[config.mk]
export PLATFORM = sky130hd
export DESIGN_NAME = multicycle_control_fsm
export DESIGN_NICKNAME = d
export VERILOG_FILES = /design/src/rtl/multicycle_control_fsm.sv
export SDC_FILE = /design/constraint.sdc
export NUM_CORES = 1
export LEC_CHECK = 0
export ABC_CLOCK_PERIOD_IN_PS = 3700
export CORE_MARGIN = 2
export CORE_UTILIZATION = 25
export DETAILED_ROUTE_END_ITERATION = 7
export DONT_BUFFER_PORTS = 1
export PLACE_DENSITY = 0.48
export RECOVER_POWER = 100
export SLEW_MARGIN = 20
export SYNTH_ARGS = -nofsm -noshare
export SYNTH_HDL_FRONTEND = slang
export SYNTH_SLANG_ARGS = --single-unit
export TNS_END_PERCENT = 1
[constraint.sdc]
create_clock -name clk -period 3.7 [get_ports clk]
set_input_delay 0.74 -clock clk [delete_from_list [all_inputs] [get_ports clk]]
set_output_delay 0.74 -clock clk [all_outputs]
set_load 0.02 [all_outputs]
[src/rtl/multicycle_control_fsm.sv]
// multicycle_control_fsm
//   Control sequencer for the multi-cycle RV32I datapath (shared ALU, unified
//   memory). Steps each instruction through IF/ID/EX/MEM/WB plus the BR, JMP,
//   PC4 and HALT states, and drives every datapath select and write enable.
//   Outputs are combinational from state, opcode and inputs; state is
//   registered with an asynchronous active-high reset.
//
// Ports:
//   clk, reset            clock, async active-high reset
//   opcode                IR[6:0], valid from ID onward
//   mem_ready             memory finished the current access this cycle
//   alu_bcond             branch condition from the ALU (BR only)
//   halt_req              ecall terminate condition (x17 == 10)
//   pc_write/pc_source    PC load and source (0 ALU result, 1 ALUOut)
//   ir_write, mdr_write   IR / MDR load
//   i_or_d                memory address (0 PC, 1 ALUOut)
//   mem_read, mem_write   memory requests
//   reg_write, wb_sel     register write and rd source (00 ALUOut, 01 MDR, 10 ALU)
//   alu_src_a/b, alu_op_sel  ALU operand and operation selects
//   is_ecall, is_halted   ecall in decode, sticky halt
//   state                 current state (debug)
//   mem_timeout           memory watchdog fired (sticky)
//
// Optional feature: define MC_CTRL_TIMEOUT_EN to enable a watchdog that halts
// after TIMEOUT_CYCLES consecutive wait cycles in IF/MEM. Without it the
// sequencer waits indefinitely and mem_timeout is tied low.

module multicycle_control_fsm #(
  parameter int unsigned TIMEOUT_CYCLES = 255,
  parameter int unsigned STATE_W        = 4
) (
  input  logic               clk,
  input  logic               reset,
  input  logic [6:0]         opcode,
  input  logic               mem_ready,
  input  logic               alu_bcond,
  input  logic               halt_req,
  output logic               pc_write,
  output logic               pc_source,
  output logic               ir_write,
  output logic               mdr_write,
  output logic               i_or_d,
  output logic               mem_read,
  output logic               mem_write,
  output logic               reg_write,
  output logic [1:0]         wb_sel,
  output logic               alu_src_a,
  output logic [1:0]         alu_src_b,
  output logic [1:0]         alu_op_sel,
  output logic               is_ecall,
  output logic               is_halted,
  output logic [STATE_W-1:0] state,
  output logic               mem_timeout
);

  localparam logic [6:0] OP_R     = 7'b0110011;
  localparam logic [6:0] OP_I     = 7'b0010011;
  localparam logic [6:0] OP_LOAD  = 7'b0000011;
  localparam logic [6:0] OP_STORE = 7'b0100011;
  localparam logic [6:0] OP_JALR  = 7'b1100111;
  localparam logic [6:0] OP_BR    = 7'b1100011;
  localparam logic [6:0] OP_JAL   = 7'b1101111;
  localparam logic [6:0] OP_SYS   = 7'b1110011;

  localparam logic [1:0] ALU_ADD   = 2'b00;
  localparam logic [1:0] ALU_BR    = 2'b01;
  localparam logic [1:0] ALU_FUNCT = 2'b10;

  typedef enum logic [STATE_W-1:0] {
    S_IF   = STATE_W'(0),
    S_ID   = STATE_W'(1),
    S_EX   = STATE_W'(2),
    S_MEM  = STATE_W'(3),
    S_WB   = STATE_W'(4),
    S_BR   = STATE_W'(5),
    S_JMP  = STATE_W'(6),
    S_PC4  = STATE_W'(7),
    S_HALT = STATE_W'(8)
  } state_t;

  state_t state_q, state_d;
  logic   timeout_hit;

  assign state = state_q;

`ifdef MC_CTRL_TIMEOUT_EN
  localparam int unsigned CNT_W = $clog2(TIMEOUT_CYCLES + 1);

  logic [CNT_W-1:0] wait_cnt;
  logic             timeout_q;
  logic             waiting;

  assign waiting     = ((state_q == S_IF) || (state_q == S_MEM)) && !mem_ready;
  // Fires on the TIMEOUT_CYCLES-th consecutive wait cycle.
  assign timeout_hit = waiting && (wait_cnt == CNT_W'(TIMEOUT_CYCLES - 1));
  assign mem_timeout = timeout_q;

  always_ff @(posedge clk or posedge reset) begin
    if (reset) begin
      wait_cnt  <= '0;
      timeout_q <= 1'b0;
    end else begin
      if (waiting && !timeout_hit) wait_cnt <= wait_cnt + 1'b1;
      else                         wait_cnt <= '0;
      if (timeout_hit) timeout_q <= 1'b1;
    end
  end
`else
  assign timeout_hit = 1'b0;
  assign mem_timeout = 1'b0;
`endif

  always_ff @(posedge clk or posedge reset) begin
    if (reset) state_q <= S_IF;
    else       state_q <= state_d;
  end

  always_comb begin
    state_d    = state_q;
    pc_write   = 1'b0;
    pc_source  = 1'b0;
    ir_write   = 1'b0;
    mdr_write  = 1'b0;
    i_or_d     = 1'b0;
    mem_read   = 1'b0;
    mem_write  = 1'b0;
    reg_write  = 1'b0;
    wb_sel     = 2'b00;
    alu_src_a  = 1'b0;
    alu_src_b  = 2'b00;
    alu_op_sel = ALU_ADD;
    is_ecall   = 1'b0;
    is_halted  = 1'b0;

    case (state_q)
      S_IF: begin
        mem_read = 1'b1;
        ir_write = mem_ready;
        if (mem_ready) state_d = S_ID;
      end
      S_ID: begin
        // Speculatively compute PC+imm into ALUOut for BR/JMP.
        alu_src_b = 2'b10;
        case (opcode)
          OP_R, OP_I, OP_LOAD, OP_STORE, OP_JALR: state_d = S_EX;
          OP_BR:  state_d = S_BR;
          OP_JAL: state_d = S_JMP;
          OP_SYS: begin
            is_ecall = 1'b1;
            if (halt_req) begin
              state_d = S_HALT;
            end else begin
              alu_src_b = 2'b01;
              pc_write  = 1'b1;
              state_d   = S_IF;
            end
          end
          default: state_d = S_PC4;
        endcase
      end
      S_EX: begin
        alu_src_a = 1'b1;
        case (opcode)
          OP_R: begin
            alu_src_b  = 2'b00;
            alu_op_sel = ALU_FUNCT;
            state_d    = S_WB;
          end
          OP_I: begin
            alu_src_b  = 2'b10;
            alu_op_sel = ALU_FUNCT;
            state_d    = S_WB;
          end
          OP_JALR: begin
            alu_src_b = 2'b10;
            state_d   = S_JMP;
          end
          default: begin
            alu_src_b = 2'b10;
            state_d   = S_MEM;
          end
        endcase
      end
      S_MEM: begin
        i_or_d = 1'b1;
        if (opcode == OP_LOAD) begin
          mem_read = 1'b1;
          if (mem_ready) begin
            mdr_write = 1'b1;
            state_d   = S_WB;
          end
        end else begin
          mem_write = 1'b1;
          if (mem_ready) begin
            alu_src_b = 2'b01;
            pc_write  = 1'b1;
            state_d   = S_IF;
          end
        end
      end
      S_WB: begin
        reg_write = 1'b1;
        wb_sel    = (opcode == OP_LOAD) ? 2'b01 : 2'b00;
        alu_src_b = 2'b01;
        pc_write  = 1'b1;
        state_d   = S_IF;
      end
      S_BR: begin
        alu_src_a  = 1'b1;
        alu_src_b  = 2'b00;
        alu_op_sel = ALU_BR;
        if (alu_bcond) begin
          pc_write  = 1'b1;
          pc_source = 1'b1;
          state_d   = S_IF;
        end else begin
          state_d = S_PC4;
        end
      end
      S_JMP: begin
        alu_src_b = 2'b01;
        reg_write = 1'b1;
        wb_sel    = 2'b10;
        pc_write  = 1'b1;
        pc_source = 1'b1;
        state_d   = S_IF;
      end
      S_PC4: begin
        alu_src_b = 2'b01;
        pc_write  = 1'b1;
        state_d   = S_IF;
      end
      S_HALT: begin
        is_halted = 1'b1;
      end
      default: state_d = S_IF;
    endcase

    if (timeout_hit) state_d = S_HALT;

    // Reset masks every write/request enable combinationally.
    if (reset) begin
      pc_write  = 1'b0;
      ir_write  = 1'b0;
      mdr_write = 1'b0;
      mem_read  = 1'b0;
      mem_write = 1'b0;
      reg_write = 1'b0;
    end
  end

endmodule

; Word level (Yosys, flattened, before mapping)
; Index checks and enable logic that the tools add are counted.
[classes]
n_eq_ne = 18
mux = 45
bitwise_logic = 1
reduce_logical = 7
[ops]
columns = operator, count
row1 = $eq 7x7->1 const B, 4
row2 = $mux 1, 26
row3 = $pmux 4 s6, 1
row4 = $mux 4, 5
row5 = $eq 4x3->1 const B, 4
row6 = $pmux 4 s4, 1
row7 = $eq 7x6->1 const B, 2
row8 = $eq 4x2->1 const B, 2
row9 = $mux 2, 4
row10 = $pmux 2 s2, 2
row11 = $pmux 2 s4, 1
row12 = $eq 7x2->1 const B, 1
row13 = $eq 7x5->1 const B, 1
row14 = $pmux 3 s2, 1
row15 = $reduce_or 2->1, 3
row16 = $reduce_or 5->1, 1
row17 = $eq 4x1->1 const B, 1
row18 = $eq 4x4->1 const B, 1
row19 = $logic_not 4->1, 1
row20 = $ne 2x2->1 const B, 2
row21 = $pmux 1 s2, 2
row22 = $pmux 1 s4, 1
row23 = $mux 3, 1
row24 = $reduce_and 3->1, 1
row25 = other kinds (2), 2
[word_totals]
reg_bits = 4
in_bits = 12
output_inout_bits = 22
wordCells = 72

; Logic depth before layout (Yosys ltp)
[logic_depth]
word_depth = 4
depth_mapped = 6
depth_no_buf = 5

; Worst setup path after synthesis
; OpenSTA, ideal clock, no wires.
[synth_timing]
path_type = input-to-output
startpoint = input port opcode[3]
endpoint = output port wb_sel[0]
arrival_time_ps = 2119
required_ps = 2960
setup_slack_ps = 841
cell_stages = 3
n_path_buf = 0
cell_sequence = nand4bb_4 > or4_4 > nor4_1
[synth_via]
elab_chain_cells = 3
[synth_lines]
columns = element, line_no
row1 = start: declaration, 34  ; input logic [6:0] opcode,
row2 = $eq 7x2->1, 203  ; wb_sel = (opcode == OP_LOAD) ? 2'b01 : 2'b00;
row3 = $mux 1, 203
row4 = $pmux 2 s2, 135  ; case (state_q)
row5 = end: declaration, 46  ; output logic [1:0] wb_sel,
; No other way between the ends.

; Worst setup path in the final report
[layout_timing]
startpoint = register state_q[2], in the netlist state[2]
endpoint = output port pc_write
[layout_via]
elab_chain_cells = 4
word_cells_on_any_way = 9
[layout_lines]
columns = element, line_no
row1 = start: declaration, 81  ; state_t state_q, state_d;
row2 = start signal: assignment, 115  ; else state_q <= state_d;
row3 = $eq 4x3->1, 135
row4 = $reduce_or 3->1 (no line), n/a
row5 = $pmux 1 s4 *, 135
row6 = $mux 1 *, 242  ; if (reset) begin
row7 = end: declaration, 38  ; output logic pc_write,
; Mark *: on every way between the ends. The rest lies on a longest branch, timed or not.

==> reports/qor.yml <==
result_of_the_run: "completed"
critPathSlowestCell: "sky130_fd_sc_hd__or4b_1"
syn-cell-area_um2: 626
synthesis.area_per_instance_um2: 7.54
path_clk_slew_ps: 50
min_path_type: "primary input to async pin"
tightest_slew_ps: 655
fillerInstances: 274
grt_overflow_total: 0
cts_tree: "built"
setup_repair_after_global_routing_missed_its_margin: "no"
finalClockSkew_ps: 9.22
netlist.area_leader.share_pct: 16.0
setup_viol_count_final: 0
worstPathBufferInverterCount: 0
port-buffer-count: 0
irDropWorstVdd_mv: 0.174
numCtsBuffers: 3
post_cts_hold_buffer_count: 0
crit_end_category: "output port"
antenna_violations_before_repair: 0
nets: 97
relative_slew_margins_pct: 56.0
multiInputGateArea_um2: 462
firstDrtPassIters: 4
cts_htree_levels: 1
timing.critical_path.slowest_cell_delay_ps: 710
drt-wirelength-per-cell_um: 15.8
yosysWarnings: 0
cts.root.buffer_cell: "sky130_fd_sc_hd__clkbuf_4"
clock_sinks: 4
vias: 648
ys_types: 45
synth_top_cell_by_area: "sky130_fd_sc_hd__dfrtp_1"
drcViolationCount: 0
dominantRegCellSynth: "sky130_fd_sc_hd__dfrtp_1"
drt_wl_total_um: 1780
min_period_over_period_pct: 85.4
power-per-cell-area_nw_per_um2: 651
yosys-top-cells-area: "sky130_fd_sc_hd__dfrtp_1 16%, sky130_fd_sc_hd__nand2b_1 5.0%, sky130_fd_sc_hd__o21ai_0 4.8%"
drt-vias-per-instance: 5.73
finalWeightedCongestion: 0.792
largest_register_ffs: 4
synth_seq_cells: 4
setup_total_negative_slack_ps: 0
drv_cap: 0
syn-instance-count: 83
dp_hpwl_um: 1420
cpLargestDelayFamily: "simple AND/OR/NAND/NOR gates"
fin_total_pwr_uw: 422
num_rows: 18
final.min_clock_period_ps: 3160
synth_edf_count: 0
timing_hold_violations_final: 0
initial_core_util_pct: 25.7
die_width_um: 54.0
criticalPathCategory: "flop to output port"
drt_first_iter_violations: 9
cp_cell_sequence: "or4b_1, nor4_4, nand2b_2, a31oi_1"
final_cells: 113
io_pins: 34
gr-usage-all-layers_pct: 13.4
finalMaxSlewViolations: 0
synth-seq-area-share_pct: 16.0
finished_core_util_pct: 26.6
floorplan.die.height_um: 54.0
mappedNetlistNets: 95
core-area_um2: 2430
largest_net_degree_at_the_start_of_global_routing: 14
power.leakage_nw: 0.260
clk-insertion-delay-late_ps: 250
ctsResizeCount: 0
worst-endpoint-required_ps: 2960
worstSetupStartpointType: "flop"
grt_pass1_vias: 578
critPathMaxFanout: 13
seqCellArea_um2: 100
worstPathArrival_ps: 2420
worstSetupStartpoint: "state[2]"
clock_path_buffers: 2
placedCellCount: 110
postSynth.asyncResetShare_pct: 100
area_growth_syn_to_layout_pct: 3.60
grt_pass1_wl_um: 2700
drtAntennaViolNets: 0
max_freq_ghz: 0.316
cts_post_setup_buffers_inserted: 0
num_antenna_cells: 0
r2r-start: "state[2]"
drive_above_1_share_pct: 9.64
die_area_um2: 2920
## path summary, 6_finish.rpt
| check | to | slack [ps] | cells after the start |
|---|---|---|---|
| setup reg to reg | state[3] | 1800 | 3 |
| hold reg to reg | state[2] | 950 | 2 |
| setup / recovery | pc_write | 540 | 4 |
| hold / removal | state[3] | 290 | 1 |
| min in group clk | state[3] | 610 | 1 |
| max in group asynchronous | state[0] | 3210 | 1 |
## synthesized netlist by cell type (2+ instances only)
cell type and instances:
sky130_fd_sc_hd__a21oi_1 4, sky130_fd_sc_hd__a31oi_1 2, sky130_fd_sc_hd__a32oi_1 2, sky130_fd_sc_hd__clkbuf_1 2
sky130_fd_sc_hd__dfrtp_1 4, sky130_fd_sc_hd__inv_1 4, sky130_fd_sc_hd__nand2_1 6, sky130_fd_sc_hd__nand2b_1 5
sky130_fd_sc_hd__nor2_1 8, sky130_fd_sc_hd__nor2b_1 2, sky130_fd_sc_hd__nor3_1 3, sky130_fd_sc_hd__nor4b_1 2
sky130_fd_sc_hd__o21ai_0 6, sky130_fd_sc_hd__o22ai_1 2
## power breakdown
group	leakage (nW)	internal, mW	switching, mW
Sequential	0.0516	0.0578	0.0592
Combinational	0.195	0.0830	0.163
Clock	0.0138	0.0366	0.0222
Total	0.260	0.177	0.245
## layer usage
metal / global-route usage, % / wire length, um / vias to the layer above
met4: 10.0 / 51 / 0
met2: 20.9 / 787 / 39
met1: 16.5 / 745 / 302
li1: - / - / 302
met3: 1.94 / 197 / 5
met5: 0 / 0 / -
## placed cells by master, fill, tap and decap left out, types with 2 or more instances in the layout
cell                       instances
sky130_fd_sc_hd__clkbuf_1          2
sky130_fd_sc_hd__a21oi_1           4
sky130_fd_sc_hd__o21ai_0           6
sky130_fd_sc_hd__o22ai_1           2
sky130_fd_sc_hd__nand2_1           6
sky130_fd_sc_hd__nand2b_1          6
sky130_fd_sc_hd__nor2b_1           2
sky130_fd_sc_hd__nor4b_1           2
sky130_fd_sc_hd__dfrtp_1           4
sky130_fd_sc_hd__a32oi_1           2
sky130_fd_sc_hd__or3b_1            2
sky130_fd_sc_hd__nor2_1            8
sky130_fd_sc_hd__a31oi_1           2
sky130_fd_sc_hd__inv_1             4
sky130_fd_sc_hd__nor3_1            3
sky130_fd_sc_hd__clkbuf_4          3
## through the flow
stage          worst slack, ps  hold slack (ps)  cell area, um2
2_1_floorplan              841              520             626
3_3_place_gp               838              557             647
3_5_place_dp               831              561             647
4_1_cts                    572              291             669
5_1_grt                    406              304             648
6_report                   540              289             648
## kinds of logic after synthesis
family | count (synthesis) | synth area share [%]
other cells | 1 | 0.599
buf+inv | 10 | 8.00
simple gates | 45 | 51.2
compound gates | 23 | 24.2
flops | 4 | 16.0
## layout make-up
cell class                 count  area share, %
multi-input combinational     69           71.2
timing repair buffer           2           1.16
sequential                     4           15.4
clock buffer                   3           3.47
tap                           30           5.79
inverter                       5           2.90
No activity file was read; power rests on OpenSTA's default activity.
==> variant: new RTL, config.mk and constraints unchanged <==
The parameter `STATE_W` goes from 4 to 6.
--- a/src/rtl/multicycle_control_fsm.sv
+++ b/src/rtl/multicycle_control_fsm.sv
@@ -27,7 +27,7 @@
 
 module multicycle_control_fsm #(
   parameter int unsigned TIMEOUT_CYCLES = 255,
-  parameter int unsigned STATE_W        = 4
+  parameter int unsigned STATE_W        = 6
 ) (
   input  logic               clk,
   input  logic               reset,
Interface: changed (resized state); port bits go from 34 to 36. No check against the original RTL was run, so the function may have changed too.
==> variant against the unedited design <==
- register-to-register slack worse by 0.26 ns
- design area increased by 4.1%
- area after synthesis down 1.2%
- total power increased by 26%
- count of clock-buffer cells in the layout is the same
- setup slack worse by 0.16 ns
- first-iteration DRC count is the same
- sequential cell count unchanged
- routed wire length is 2.5% lower
- die area is 1.1% lower
- largest power group unchanged
==> variant: results <==
{
  "antenna_found_initial": 0,
  "dp_hpwl_um": 1451,
  "synth.distinct_cells": 42,
  "htreeDepth": 1,
  "numCtsBuffers": 3,
  "skew_ns": 0.006902,
  "grt_max_degree": 13,
  "track_usage_pct": 13.12,
  "drtIter0Drc": 9,
  "cts_setup_buffers": 0,
  "leakagePower_nw": 0.3028,
  "cp_top_family": "compound AO/OA/AOI/OAI gates",
  "yosys_warnings": 0,
  "nFillCells": 269,
  "cts_root_buffer": "clkbuf_4",
  "layout-drive-gt1-share_pct": 14.29,
  "grt_pass1_wl_um": 2739,
  "ff2ff_path_depth": 5,
  "wl_per_cell_um": 14.36,
  "diodes": 0,
  "yosysSeqAreaShare_pct": 16.19,
  "post-place-ws_ns": 0.5701,
  "hp-class": "primary input to async pin",
  "final-setup-viol-count": 0,
  "clk_latency_ns": 0.24,
  "largest_reg_flops": 4,
  "worstPathArrival_ns": 2.58,
  "dr.pass1.iters": 4,
  "slowest_delay_ns": 0.66,
  "worst_slew_pin_slew_ns": 0.8656,
  "first_global_vias": 591,
  "clk_pin_slew_ns": 0.04,
  "async_flop_share_pct": 100.0,
  "netlist_top_cells_count": "nor2_1 (12), inv_1 (6), nand2_1 (6), nand2b_1 (5), nor3_1 (5)",
  "routed-via-count": 651,
  "place_congestion": 0.6474,
  "ctsResizeCount": 0,
  "critPathMaxFanout": 12,
  "die_area_um2": 2886,
  "dp.cells": 118,
  "crit_slowest_cell": "a2111oi_2",
  "synth.top_cells.by_area": "dfrtp_1 (16%), nor2_1 (7.3%), nand2b_1 (5.1%)",
  "cp.buffers_inverters": 2,
  "drt_wl_total_um": 1737,
  "outcome": "completed",
  "avgSynthCellArea_um2": 7.105,
  "fin_area_um2": 674.4,
  "irDropWorstVdd_uv": 250.9,
  "final_nets": 105
}
[variant: area by class of cell]
type | count | share of cell area, %
timing repair buffer | 6 | 4.453
multi-input combinational | 72 | 68.46
sequential | 4 | 14.84
tap | 30 | 5.566
inverter | 6 | 3.340
clock buffer | 3 | 3.340
[variant: path summary, 6_finish.rpt]
| path | start | to | slack [ns] |
|---|---|---|---|
| min | reset | state[1] | 0.29 |
| max in group asynchronous | reset | state[0] | 3.22 |
| max | state[2] | pc_write | 0.38 |
| max reg2reg | state[2] | state[0] | 1.54 |
| min in group clk | halt_req | state[3] | 0.63 |
| min reg2reg | state[3] | state[3] | 0.84 |
[variant: metal layers]
layer / global-route usage (%) / vias to the layer above / wire length (um)
met3: 3.333 / 2 / 202
met5: 0 / - / 0
li1: - / 315 / -
met1: 17.62 / 296 / 727
met2: 19.92 / 38 / 783
met4: 5.128 / 0 / 25
[variant: worst reg2reg max path, cell delays in order, from the launching register on]
cell	delay (ns)
dfrtp_1	0.37
clkbuf_1	0.30
nor4b_1	0.81
a211oi_1	0.18
a22oi_1	0.24
o22a_1	0.18
[variant: kinds of logic (layout without fill, tap and decap cells)]
kind of cell / count (synthesis) / after routing / synth area share (%)
buffers and inverters: 13 / 15 / 10.32
other: 1 / 3 / 0.6067
and+or+nand+nor: 48 / 48 / 45.35
AOI/OAI and AO/OA: 21 / 21 / 27.53
DFF: 4 / 4 / 16.19
[variant: power breakdown]
part	leakage, nW	switching (mW)	internal (mW)	total, mW
Combinational	0.238	0.272	0.137	0.408
Clock	0.0138	0.0186	0.0363	0.0549
Sequential	0.0513	0.00776	0.0617	0.0695
Total	0.303	0.298	0.235	0.533
